$ cat src/rtl/debnc_pkg.sv
// Shared types and helpers for the time-multiplexed switch debouncer.
package debnc_pkg;

    // Scan sequencer: idle between ticks, then one pass over all channels.
    typedef enum logic {
        IDLE = 1'b0,
        SCAN = 1'b1
    } scan_state_t;

    // Width of a stability counter able to hold 0..stable.
    function automatic int cnt_width(input int stable);
        return (stable > 0) ? $clog2(stable + 1) : 1;
    endfunction

endpackage

$ cat src/rtl/debnc_tick_gen.sv
// Sample-tick generator: mod-M counter, one-cycle tick on the last count,
// held at zero while disabled.
module debnc_tick_gen #(
    parameter int M = 1000000
) (
    input  logic clk,
    input  logic rst,
    input  logic en,
    output logic tick
);

    localparam int W = (M > 1) ? $clog2(M) : 1;
    localparam logic [W-1:0] LAST = W'(M - 1);

    logic [W-1:0] count;

    // Free-running count while enabled, wraps after LAST, cleared when disabled.
    always_ff @(posedge clk or posedge rst) begin
        if (rst) begin
            count <= '0;
        end else if (!en || count == LAST) begin
            count <= '0;
        end else begin
            count <= count + W'(1);
        end
    end

    // Tick is only meaningful while enabled.
    always_comb begin
        tick = en && (count == LAST);
    end

endmodule

$ cat src/rtl/debnc_scan_ctrl.sv
// Debounce controller: synchronises N_CH raw switches, scans one channel per
// cycle after each sample tick, and reports debounced level changes as
// round-robin arbitrated valid/ready events.
module debnc_scan_ctrl
    import debnc_pkg::*;
#(
    parameter int N_CH       = 4,
    parameter int TICK_M     = 1000000,
    parameter int STABLE_CNT = 3
) (
    input  logic                    clk,
    input  logic                    rst,
    input  logic                    en,
    input  logic [N_CH-1:0]         sw,
    output logic [N_CH-1:0]         db,
    output logic                    evt_valid,
    input  logic                    evt_ready,
    output logic [$clog2(N_CH)-1:0] evt_ch,
    output logic                    evt_level,
    output logic                    evt_ovf,
    input  logic                    clr_ovf
);

    localparam int IDX_W = $clog2(N_CH);
    localparam int CNT_W = cnt_width(STABLE_CNT);
    localparam logic [IDX_W-1:0] LAST_CH  = IDX_W'(N_CH - 1);
    localparam logic [CNT_W-1:0] CNT_LAST = CNT_W'(STABLE_CNT - 1);

    logic [N_CH-1:0]  sync1;
    logic [N_CH-1:0]  s;
    logic             tick;

    scan_state_t      state;
    scan_state_t      state_n;
    logic [IDX_W-1:0] idx;
    logic [IDX_W-1:0] idx_n;
    logic             proc;

    logic [CNT_W-1:0] cnt [N_CH];
    logic [N_CH-1:0]  lvl;
    logic [N_CH-1:0]  pending;
    logic [N_CH-1:0]  pending_n;

    logic             differs;
    logic             flip;
    logic             accept;
    logic             ovf_set;

    logic [IDX_W-1:0] rr_ptr;
    logic             stale;
    logic             pick_found;
    logic [IDX_W-1:0] pick_ch;
    int unsigned      cand;

    // Two-flop synchroniser for the asynchronous switch inputs.
    always_ff @(posedge clk or posedge rst) begin
        if (rst) begin
            sync1 <= '0;
            s     <= '0;
        end else begin
            sync1 <= sw;
            s     <= sync1;
        end
    end

    debnc_tick_gen #(
        .M(TICK_M)
    ) u_tick (
        .clk  (clk),
        .rst  (rst),
        .en   (en),
        .tick (tick)
    );

    // Scan sequencer state and channel index registers.
    always_ff @(posedge clk or posedge rst) begin
        if (rst) begin
            state <= IDLE;
            idx   <= '0;
        end else begin
            state <= state_n;
            idx   <= idx_n;
        end
    end

    // Scan next-state: start on tick, visit each channel once, then idle.
    always_comb begin
        state_n = state;
        idx_n   = idx;
        proc    = 1'b0;
        case (state)
            IDLE: begin
                if (tick) begin
                    state_n = SCAN;
                    idx_n   = '0;
                end
            end
            SCAN: begin
                proc = 1'b1;
                if (idx == LAST_CH) begin
                    state_n = IDLE;
                    idx_n   = '0;
                end else begin
                    idx_n = idx + IDX_W'(1);
                end
            end
        endcase
    end

    // Decision for the channel currently under scan, plus pending bookkeeping.
    always_comb begin
        differs   = s[idx] != db[idx];
        flip      = proc && differs && (cnt[idx] == CNT_LAST);
        accept    = evt_valid && evt_ready;
        // A flip on a still-pending channel overflows, except when that very
        // event is being accepted in the same cycle (the re-set replaces it).
        ovf_set   = flip && pending[idx] && !(accept && evt_ch == idx);
        pending_n = pending;
        // A stale presented event keeps its pending bit so the newer level
        // is delivered afterwards.
        if (accept && !stale) begin
            pending_n[evt_ch] = 1'b0;
        end
        if (flip) begin
            pending_n[idx] = 1'b1;
        end
    end

    // Per-channel stability counter, debounced level and event level.
    always_ff @(posedge clk or posedge rst) begin
        if (rst) begin
            db  <= '0;
            lvl <= '0;
            for (int unsigned i = 0; i < N_CH; i++) begin
                cnt[i] <= '0;
            end
        end else if (proc) begin
            if (!differs) begin
                cnt[idx] <= '0;
            end else if (cnt[idx] == CNT_LAST) begin
                db[idx]  <= ~db[idx];
                lvl[idx] <= ~db[idx];
                cnt[idx] <= '0;
            end else begin
                cnt[idx] <= cnt[idx] + CNT_W'(1);
            end
        end
    end

    // Pending event flags.
    always_ff @(posedge clk or posedge rst) begin
        if (rst) begin
            pending <= '0;
        end else begin
            pending <= pending_n;
        end
    end

    // Round-robin pick: first pending channel at or after rr_ptr, wrapping.
    always_comb begin
        pick_found = 1'b0;
        pick_ch    = rr_ptr;
        cand       = 0;
        for (int unsigned k = 0; k < N_CH; k++) begin
            cand = (rr_ptr + k) % N_CH;
            if (!pick_found && pending[cand]) begin
                pick_found = 1'b1;
                pick_ch    = IDX_W'(cand);
            end
        end
    end

    // Registered event port with round-robin pointer update on acceptance.
    always_ff @(posedge clk or posedge rst) begin
        if (rst) begin
            evt_valid <= 1'b0;
            evt_ch    <= '0;
            evt_level <= 1'b0;
            rr_ptr    <= '0;
            stale     <= 1'b0;
        end else if (accept) begin
            evt_valid <= 1'b0;
            rr_ptr    <= (evt_ch == LAST_CH) ? '0 : evt_ch + IDX_W'(1);
            stale     <= 1'b0;
        end else if (!evt_valid && pick_found) begin
            evt_valid <= 1'b1;
            evt_ch    <= pick_ch;
            evt_level <= lvl[pick_ch];
            // Level written this same cycle is newer than what gets latched.
            stale     <= flip && (idx == pick_ch);
        end else if (evt_valid && flip && (idx == evt_ch)) begin
            stale <= 1'b1;
        end
    end

    // Sticky overflow flag; a new overflow beats a simultaneous clear.
    always_ff @(posedge clk or posedge rst) begin
        if (rst) begin
            evt_ovf <= 1'b0;
        end else if (ovf_set) begin
            evt_ovf <= 1'b1;
        end else if (clr_ovf) begin
            evt_ovf <= 1'b0;
        end
    end

endmodule

$ cat config.mk
export PLATFORM = sky130hd
export DESIGN_NAME = debnc_scan_ctrl
export DESIGN_NICKNAME = d
export VERILOG_FILES = /design/src/rtl/debnc_pkg.sv /design/src/rtl/debnc_tick_gen.sv /design/src/rtl/debnc_scan_ctrl.sv
export SDC_FILE = /design/constraint.sdc
export NUM_CORES = 1
export LEC_CHECK = 0
export CAP_MARGIN = 10
export CELL_PAD_IN_SITES_DETAIL_PLACEMENT = 1
export CELL_PAD_IN_SITES_GLOBAL_PLACEMENT = 2
export CORE_MARGIN = 10
export CORE_UTILIZATION = 39
export DETAILED_ROUTE_END_ITERATION = 12
export MAX_ROUTING_LAYER = met4
export PLACE_DENSITY = 0.82
export SETUP_SLACK_MARGIN = 0.05
export SLEW_MARGIN = 40
export SYNTH_ARGS = -nofsm -noshare
export SYNTH_HDL_FRONTEND = slang
export SYNTH_SLANG_ARGS = --single-unit
$ cat constraint.sdc
create_clock -name clk -period 2.54 [get_ports clk]
set_input_delay 0.762 -clock clk [delete_from_list [all_inputs] [get_ports clk]]
set_output_delay 0.762 -clock clk [all_outputs]
set_load 0.01 [all_outputs]
After elaboration in Yosys (flattened, before gate mapping). Index checks and enable logic that the tools add are counted.

Output and inout port bits: 9. Word-level logic and storage cells: 140. Bits in registers: 59. Input port bits: 9.

$lt $le $gt $ge: 11. Reduce and logical (&&, ||, !) cells: 31. Eq/ne operators: 9. Add/subtract/negate cells: 7. Bitwise logic cells: 9. Multiplexer cells: 55.

Operator list (number): two-way mux 1 bit (24); less-than comparator 2 x 3 -> 1 bit (second input constant) (7); adder 20 x 1 -> 20 bit (second input constant) (1); == test 20 bit (second input constant) (1); two-way mux 20 bit (1); logical AND 1 bit (18); two-way mux 2 bit (9); binary-select mux 1 bit (select 2 bit) (8); two-way mux 8 bit (2); adder 2 x 1 -> 2 bit (second input constant) (4); AND 8 bit (1); bitwise mux 4 bit (2); bitwise mux 8 bit (1); two-way mux 4 bit (2); NOT 8 bit (1); logical NOT 1 bit (7); == test 2 bit (3); == test 2 bit (second input constant) (3); adder 2 bit (second input constant) (2); AND 4 bit (1); binary-select mux 2 bit (select 2 bit) (1); demux 1 bit (select 2 bit) (2); demux 2 bit (select 2 bit) (1); greater-or-equal comparator 2 x 1 -> 1 bit (second input constant) (2); other kinds (15) (18).

Logic depth before layout (Yosys ltp). Gate-level depths: netlist of run 1.

Depth in word-level cells: 16. Depth in mapped cells: 9.

Hierarchy. From an unflattened synthesis of run 1, not the netlist that was laid out.

Cells, all modules: 262. Area total of the unflattened synthesis: 2810.2 um2.

By module, submodules not included: debnc_scan_ctrl (instances 1, seq. area each 875.8 um2, cells an instance 160, area each 1778.0 um2); debnc_tick_gen (instances 1, seq. area each 500.5 um2, cells an instance 102, area each 1032.2 um2).

Worst setup path after synthesis of run 1. No wires, ideal clock.

Path kind: register -> register. Start point: reg idx[0]. End point: reg db[3]. Period minus slack after synthesis: 1.980 ns. Setup slack: 0.560 ns. Stages on the path, launching flop included: 8. Required time: 2.415 ns. Arrival time: 1.856 ns. Cells stage by stage: dfrtp_1 buf_6 mux4_1 inv_1 ha_1 and3_4 nand2_1 mux2_2.

Longest elaborated chain between the ends: 6. Elaborated cells between the ends (all ways): 18. Classes of those cells: order compare (2); eq/ne (2); mux (10); bitwise (2); reduce/logical (2).

RTL lines: from (decl) (line debnc_scan_ctrl.sv:35) `logic [IDX_W-1:0] idx;`; from (signal assigned) (line debnc_scan_ctrl.sv:82) `idx <= idx_n;`; NOT 2 -> 3 bit (implied by the code) (line debnc_scan_ctrl.sv:140) `end else if (cnt[idx] == CNT_LAST) begin`; binary-select mux 2 bit (select 2 bit) (line debnc_scan_ctrl.sv:140); two-way mux 2 bit (implied by the code) (2 in series) (line debnc_scan_ctrl.sv:140); == test 2 bit (line debnc_scan_ctrl.sv:140); AND reduction 3 bit (no source line); to (signal, indexed assignment) (line debnc_scan_ctrl.sv:141) `db[idx] <= ~db[idx];`; to (decl) (line debnc_scan_ctrl.sv:15) `output logic [N_CH-1:0] db,`.

Several ways; a longest one is shown, not always the timed one. The select of a mux whose other input is x is not followed. A chain may end at the register's enable or synchronous reset.

Worst setup path in the final report of run 1.
Start point: reg idx[0]. End point: reg db[1].

Same word-level chain as after synthesis.

==> results of run 1 <==
where the power goes:
| group | internal, mW | switching (mW) |
|---|---|---|
| registers | 0.943 | 0.102 |
| logic | 0.258 | 0.260 |
| clock network | 0.249 | 0.295 |
| total | 1.45 | 0.658 |
cells by family (layout without fill, tap and decap cells):
group / count (synthesis) / count (layout) / synth area share, %
AOI/OAI and AO/OA: 24 / 24 / 5.97
muxes: 18 / 18 / 9.38
adders and majority gates: 10 / 10 / 4.66
DFF: 55 / 55 / 51.3
and+or+nand+nor: 104 / 104 / 17.9
xor gates and xnor gates: 23 / 23 / 7.51
buffers and inverters: 18 / 41 / 3.31
metal layers:
layer	track usage [%]	part of all wire (%)
met5	-	0
met4	3.85	1.3
met3	2.35	2.2
met2	20.3	51
met1	14.0	46
cell type report:
type / count / area share [%]
well taps: 80 / 3.27
clock inverters: 1 / 0.245
clock buffers: 7 / 3.15
inverters: 11 / 1.35
flip-flops and latches: 55 / 45.0
multi-input cells: 179 / 39.8
repair buffers: 22 / 7.20
sequential cells by signal (all words and copies together), names as in the netlist:
| name | count |
|---|---|
| s | 4 |
| sync1 | 4 |
| cnt | 8 |
| evt_ovf | 1 |
| evt_ch | 2 |
| idx | 2 |
| u_tick.count | 20 |
| db | 4 |
| evt_valid | 1 |
| pending | 4 |
| state | 1 |
| stale | 1 |
| evt_level | 1 |
| rr_ptr | 2 |
per-stage QoR:
step	total power, mW	util, %	worst slack, ps	hold slack [ps]
6_report	2.11	45.3	364	347
5_1_grt	2.24	45.3	222	365
4_1_cts	2.13	45.3	344	359
3_5_place_dp	1.59	43.7	383	336
3_3_place_gp	1.57	43.7	425	332
2_1_floorplan	1.38	-	435	331
cells in the final DEF (no fill, tap or decap), drive strengths merged, types with 2 or more instances in the layout:
master and count:
mux4 4, nor4 2, and3 3, nand2b 3, inv 11, buf 5, dfrtp 55, xnor2 13
nor3 3, clkdlybuf4s50 17, nand2 43, mux2i 6, nand3 7, clkbuf 7, xor2 10, a21oi 3
ha 10, nand4 5, o21ai 6, mux2 8, nor2b 6, and4 2, o31ai 9, nor2 26
path summary, 6_finish.rpt:
check | startpoint | to | slack, ps | depth (start not counted)
max | idx[0] | db[1] | 360 | 6
min | sync1[0] | s[0] | 350 | 0
max reg2reg | idx[0] | db[1] | 360 | 6
min reg2reg | sync1[0] | s[0] | 350 | 0
max in group asynchronous | rst | evt_level | 1250 | 3
min in group asynchronous | rst | s[0] | 750 | 2
critical path: stages, from the launching register on:
cell and delay, ps:
dfrtp_1 530, mux4_1 690, inv_1 90, ha_1 170, and3_4 210, nand2_1 90, mux2_2 270
==> impl_results.md, run 1 <==
* Multi-input logic area at 0.00122 mm^2
* Worst-path maximum fanout at 6
* Slew @ Worst Pin at 526 ps
* Layout cell share with drive strength beyond 1 at 8.73%
* Post-route ant nets at 0
* DPL Wire Length at 4120 um
* Final Hold Vio Count at 0
* DRC viols at 0
* Mean Syn Cell Area at 10.6 um^2
* Largest cells by area after synthesis: dfrtp_1 51%, nand2_1 6.0%, ha_1 4.7%
* Final worst path period share at 85.7%
* Num CTS Buffers at 5
* Die area at 0.0106 mm^2
* Count leader, synth: dfrtp_1
* # IOs at 18
* Total global-route track usage at 12.0%
* Fin area at 0.00306 mm^2
* Syn Nets at 271
* First-pass GRT wire length at 9830 um
* Post-CTS Setup Bufs at 0
* Flops & latches, synth at 55
* Post-synth top flop: dfrtp_1
* Placed cells at 347
* Die W at 103 um
* Slew Limit Fails at 0
* Leakage power at 1.33 nW
* Fillcell total at 755
* Worst-Skew Late Latency at 310 ps
* Cell Area, Synth at 0.00268 mm^2
* Status: complete, no violations
* Wire length per cell at 15.7 um
* DR vias at 1858
* Die height at 103 um
* Clk slew on worst S/H paths at 110 ps
* Hold Buf Count CTS at 0
* F_max at 460 MHz
* Clk_skew at 13.8 ps
* CTS Sinks at 55
* Antenna violations before repair at 0
* Yosys warns at 0
* FF/Latch Area at 0.00138 mm^2
* Port buffer count at 17
* Root buf cell: clkbuf_8
* Setup TNS at 0 ps
* Arr. time, crit path at 2370 ps
* Core area at 0.00676 mm^2
* Post-Synthesis Cells at 252
* Startpoint Class: flip-flop
* CTS tree: built
* Clock Tree Buf Depth at 2
* Hold WC Path Type: reg2reg
* Initial core utilization at 39.7%
* Post-DR vias/cell at 5.23
* Worst path required time at 2740 ps
* Crit path time final at 2180 ps
* Seq/Total Area, Yosys at 51.3%
* Vias in the first global route at 2065
* Post_cts resized at 0
* Unrepaired setup endpoints after global routing: false
* Synth top area share at 51.3%
* Pwr/cell area at 689 mW/mm^2
* Post-synth ARST share at 100%
* Distinct cells, synth at 38
* MaxCap Viol Count at 0
* H-Tree Level Count at 2
* Final setup violation count at 0
* Crit path capture type: flip-flop
* Post-synth top area cell: dfrtp_1
* Final wirelength at 5590 um
* Dpl cell area at 0.00296 mm^2
* Synth cell count leaders: 55 x dfrtp_1, 43 x nand2_1, 26 x nor2_1
* Nets at 293
* Final Non-Filler Cells at 355
* DR pass1 iterations at 4
* Synthesis-to-finish area growth at 14.0%
* Post-synth EDFFs at 0
* Rows at 30
* Rel. slew slack at 64.9%
* Worst Path Class, Setup: reg2reg
* RD Place Congestion at 0.774
* VDD IR-drop max at 0.238 mV
* N_diodes at 0
* DR iter-0 viols at 72
* Largest net degree at the start of global routing at 38
* Total gr overflow at 0
Power figures use the tool's default switching activity.
==> inputs of run 2 (changes only) <==
Settings changed: SYNTH_HIERARCHICAL set to 1.
==> run 2 against run 1 <==
Flip-flop and latch count is the same. Global-route usage grew 0.18 points. Synthesized cell count grew 4.0%. Worst setup slack lost 85 ps. Worst hold slack gained 8.9 ps. Sequential share of layout area shrank 2.1 points. First-iteration DRC count shrank 64%. Combinational power shrank 3%. Clock power grew 12%. Power grew 2.4%. Clock skew shrank 5.5 ps. Critical path type unchanged. Critical endpoint is now db[2]. Highest routed layer unchanged.
==> impl_results.md, run 2 <==
* Sw frac at 31.3% (+0.11 points)
* Synth top area share at 49.0% (-2.3 points)
* DPL Wire Length at 4590 um (+11%)
* Reg2Reg Setup Slack at 280 ps (-80 ps)
* Post-route ant nets at 0 (unchanged)
* DR pass1 iterations at 5 (+1)
* Antenna violations before repair at 0 (unchanged)
* Fillcell total at 778 (+3.0%)
* # IOs at 18 (unchanged)
* Die area at 0.0110 mm^2 (+3.8%)
* Post-DR vias/cell at 5.28 (+0.90%)
* Synth cell count leaders: 55 x dfrtp_1, 35 x nand2_1, 17 x nor2_1
* Final core occ at 46.5% (+1.2 points)
* Psw at 676 uW (+2.7%)
* Clk_skew at 8.21 ps (-5.54 ps)
* Mean Syn Cell Area at 10.7 um^2 (+0.76%)
* RD Place Congestion at 0.806 (+4.1%)
* Initial core utilization at 40.7% (+0.98 points)
* Reg power frac at 48.5% (-1.1 points)
* Cell-internal power at 1.48 mW (+2.2%)
* Largest net degree at the start of global routing at 36 (-5.3%)
* VDD IR-drop max at 0.276 mV (+16%)
* Leakage power at 1.40 nW (+5.0%)
* Rel. slew slack at 65.3% (+0.43 points)
* Clk slew on worst S/H paths at 110 ps (about the same)
* Seq/Total Area, Yosys at 49.0% (-2.3 points)
* Pre-CTS WS at 201 ps (-181 ps)
* DRC viols at 0 (unchanged)
* Nets at 303 (+3.4%)
* Total global-route track usage at 12.2% (+0.18 points)
* Clock network fraction of total power at 28.1% (+2.3 points)
* Status: complete, no violations
* Core area at 0.00691 mm^2 (+2.2%)
* Root buf cell: clkbuf_8
* Yosys warns at 6 (+6)
* Die W at 105 um (+1.9%)
* DR iter-0 viols at 26 (-64%)
* First-pass GRT wire length at 10900 um (+11%)
* Worst r2r src: idx[0]
* Arr. time, crit path at 2460 ps (+90 ps)
* Worst path required time at 2740 ps (about the same)
* Startpoint Class: flip-flop
* Max FFs per register at 20 (unchanged)
* Distinct cells, synth at 45 (+18%)
* Worst reg2reg path depth at 6 (unchanged)
* Crit path time final at 2260 ps (+84.5 ps)
* Slew @ Worst Pin at 515 ps (-11.2 ps)
* Placed cells at 373 (+7.5%)
* Pwr/cell area at 672 mW/mm^2 (-2.5%)
* DR vias at 2012 (+8.3%)
* Syn Nets at 281 (+3.7%)
* Slew Limit Fails at 0 (unchanged)
* Final worst slack at 280 ps (-84.5 ps)
* Rows at 30 (unchanged)
* H-Tree Level Count at 2 (unchanged)
* Count leader, synth: dfrtp_1
* Hold WC Path Type: reg2reg
* Hold EP: s[2]
* Flops & latches, synth at 55 (unchanged)
* Unrepaired setup endpoints after global routing: false
* Vias in the first global route at 2166 (+4.9%)
* MaxCap Viol Count at 0 (unchanged)
* Post-synth top area cell: dfrtp_1
* Cell Area, Synth at 0.00281 mm^2 (+4.8%)
* Post-synth top flop: dfrtp_1
* Reg-to-reg endpoint: db[2]
* Post-synth ARST share at 100% (unchanged)
* Wire length per cell at 16.2 um (+3.2%)
* Hold Buf Count CTS at 0 (unchanged)
* Num CTS Buffers at 5 (unchanged)
* CTS tree: built
* Die height at 105 um (+1.9%)
* Top reg by flops: u_tick/count
* Final worst path period share at 89.0% (+3.3 points)
* Final wirelength at 6190 um (+11%)
* Total gr overflow at 0 (unchanged)
* CTS Sinks at 55 (unchanged)
* Combinational group share of total power at 23.4% (-1.2 points)
* Largest registers: u_tick/count: 20 flops, cnt: 8 flops
* N_diodes at 0 (unchanged)
* Most common cell after layout, fill and taps aside: dfrtp_1
* Worst-Skew Late Latency at 310 ps (about the same)
* Clock Tree Buf Depth at 2 (unchanged)
* Hold path start: sync1[2]
* Layout cell share with drive strength beyond 1 at 11.9% (+3.2 points)
* Setup TNS at 0 ps (unchanged)
* Port buffer count at 17 (unchanged)
* Largest cells by area after synthesis: dfrtp_1 49%, nand2_1 4.7%, ha_1 4.5%
* WHS Path Cells at 0 (unchanged)
* Post-synth EDFFs at 0 (unchanged)
* Crit path capture type: flip-flop
* Most frequent cells in the layout: 55 x dfrtp_1, 35 x nand2_1, 17 x nor2_1, 17 x clkdlybuf4s50_1
* Synthesis-to-finish area growth at 14.3%
* Final setup violation count at 0 (unchanged)
* Post-Synthesis Cells at 262 (+4.0%)
* Worst-path maximum fanout at 6 (unchanged)
* Post-CTS Setup Bufs at 0 (unchanged)
* Final Hold Vio Count at 0 (unchanged)
* Worst Path Class, Setup: reg2reg
* Final Non-Filler Cells at 381 (+7.3%)
* F_max at 442 MHz (-3.7%)
## run 2: worst max-delay path, stage by stage (launching register included)
cell and delay, ps:
dfrtp_1 500, mux4_1 690, inv_1 100, ha_1 160, and3_2 300, nand2_2 90
mux2_1 320
## run 2: layout make-up
class | count | area, um^2 | share of cell area (%)
well taps | 96 | 120 | 3.74
repair buffers | 23 | 215 | 6.70
clock inverters | 3 | 47.5 | 1.48
clock buffers | 5 | 68.8 | 2.14
multi-input cells | 185 | 1330 | 41.4
inverters | 14 | 52.6 | 1.64
flip-flops and latches | 55 | 1380 | 42.9
## run 2: power by group through the flow
stage               Combinational (mW)  Sequential, mW  Clock [mW]
detailed placement               0.511            1.07           0
global placement                 0.502            1.06           0
floorplan                        0.315            1.04           0
CTS                              0.511            1.05       0.624
global route                     0.579            1.06       0.665
finish                           0.504            1.05       0.607
## run 2: through the flow
stage	hold slack, ps	power (mW)	cell area [um^2]
after floorplan	331	1.36	2810
after global placement	334	1.56	3090
after detailed placement	342	1.58	3090
after CTS	361	2.19	3210
after global routing	368	2.31	3210
final	356	2.16	3210
## run 2: how the worst max path moves through the flow
stage            from    end  slack (ps)  cells after the start
2_1_floorplan  idx[0]  db[0]         450                      8
3_3_place_gp   idx[0]  db[1]         280                      6
3_5_place_dp   idx[0]  db[2]         200                      6
4_1_cts        idx[0]  db[2]         170                      6
5_1_grt        idx[0]  db[2]         150                      6
6_report       idx[0]  db[2]         280                      6
## run 2: cells by family (layout without fill, tap and decap cells)
logic type | after synthesis | after routing | synth area share (%)
multiplexers | 14 | 14 | 8.37
adder cells (fa/ha/maj) | 10 | 10 | 4.45
AND/OR/NAND/NOR | 102 | 102 | 19.8
AO/OA/AOI/OAI | 43 | 43 | 9.57
XOR/XNOR | 16 | 16 | 4.99
flip-flops | 55 | 55 | 49.0
buffers and inverters | 22 | 45 | 3.87
## run 2: layer usage
metal / global-route usage (%) / routed length (um) / vias to the layer above
li1: - / - / 964
met1: 14.8 / 2910 / 1016
met2: 19.9 / 3050 / 28
met3: 3.26 / 192 / 4
met4: 2.35 / 44 / 0
met5: - / 0 / -
## run 2: repair_timing
item	CTS	global route
endpoints found under the setup margin	0	3
hold endpoints to repair	0	0
resized for setup	0	1
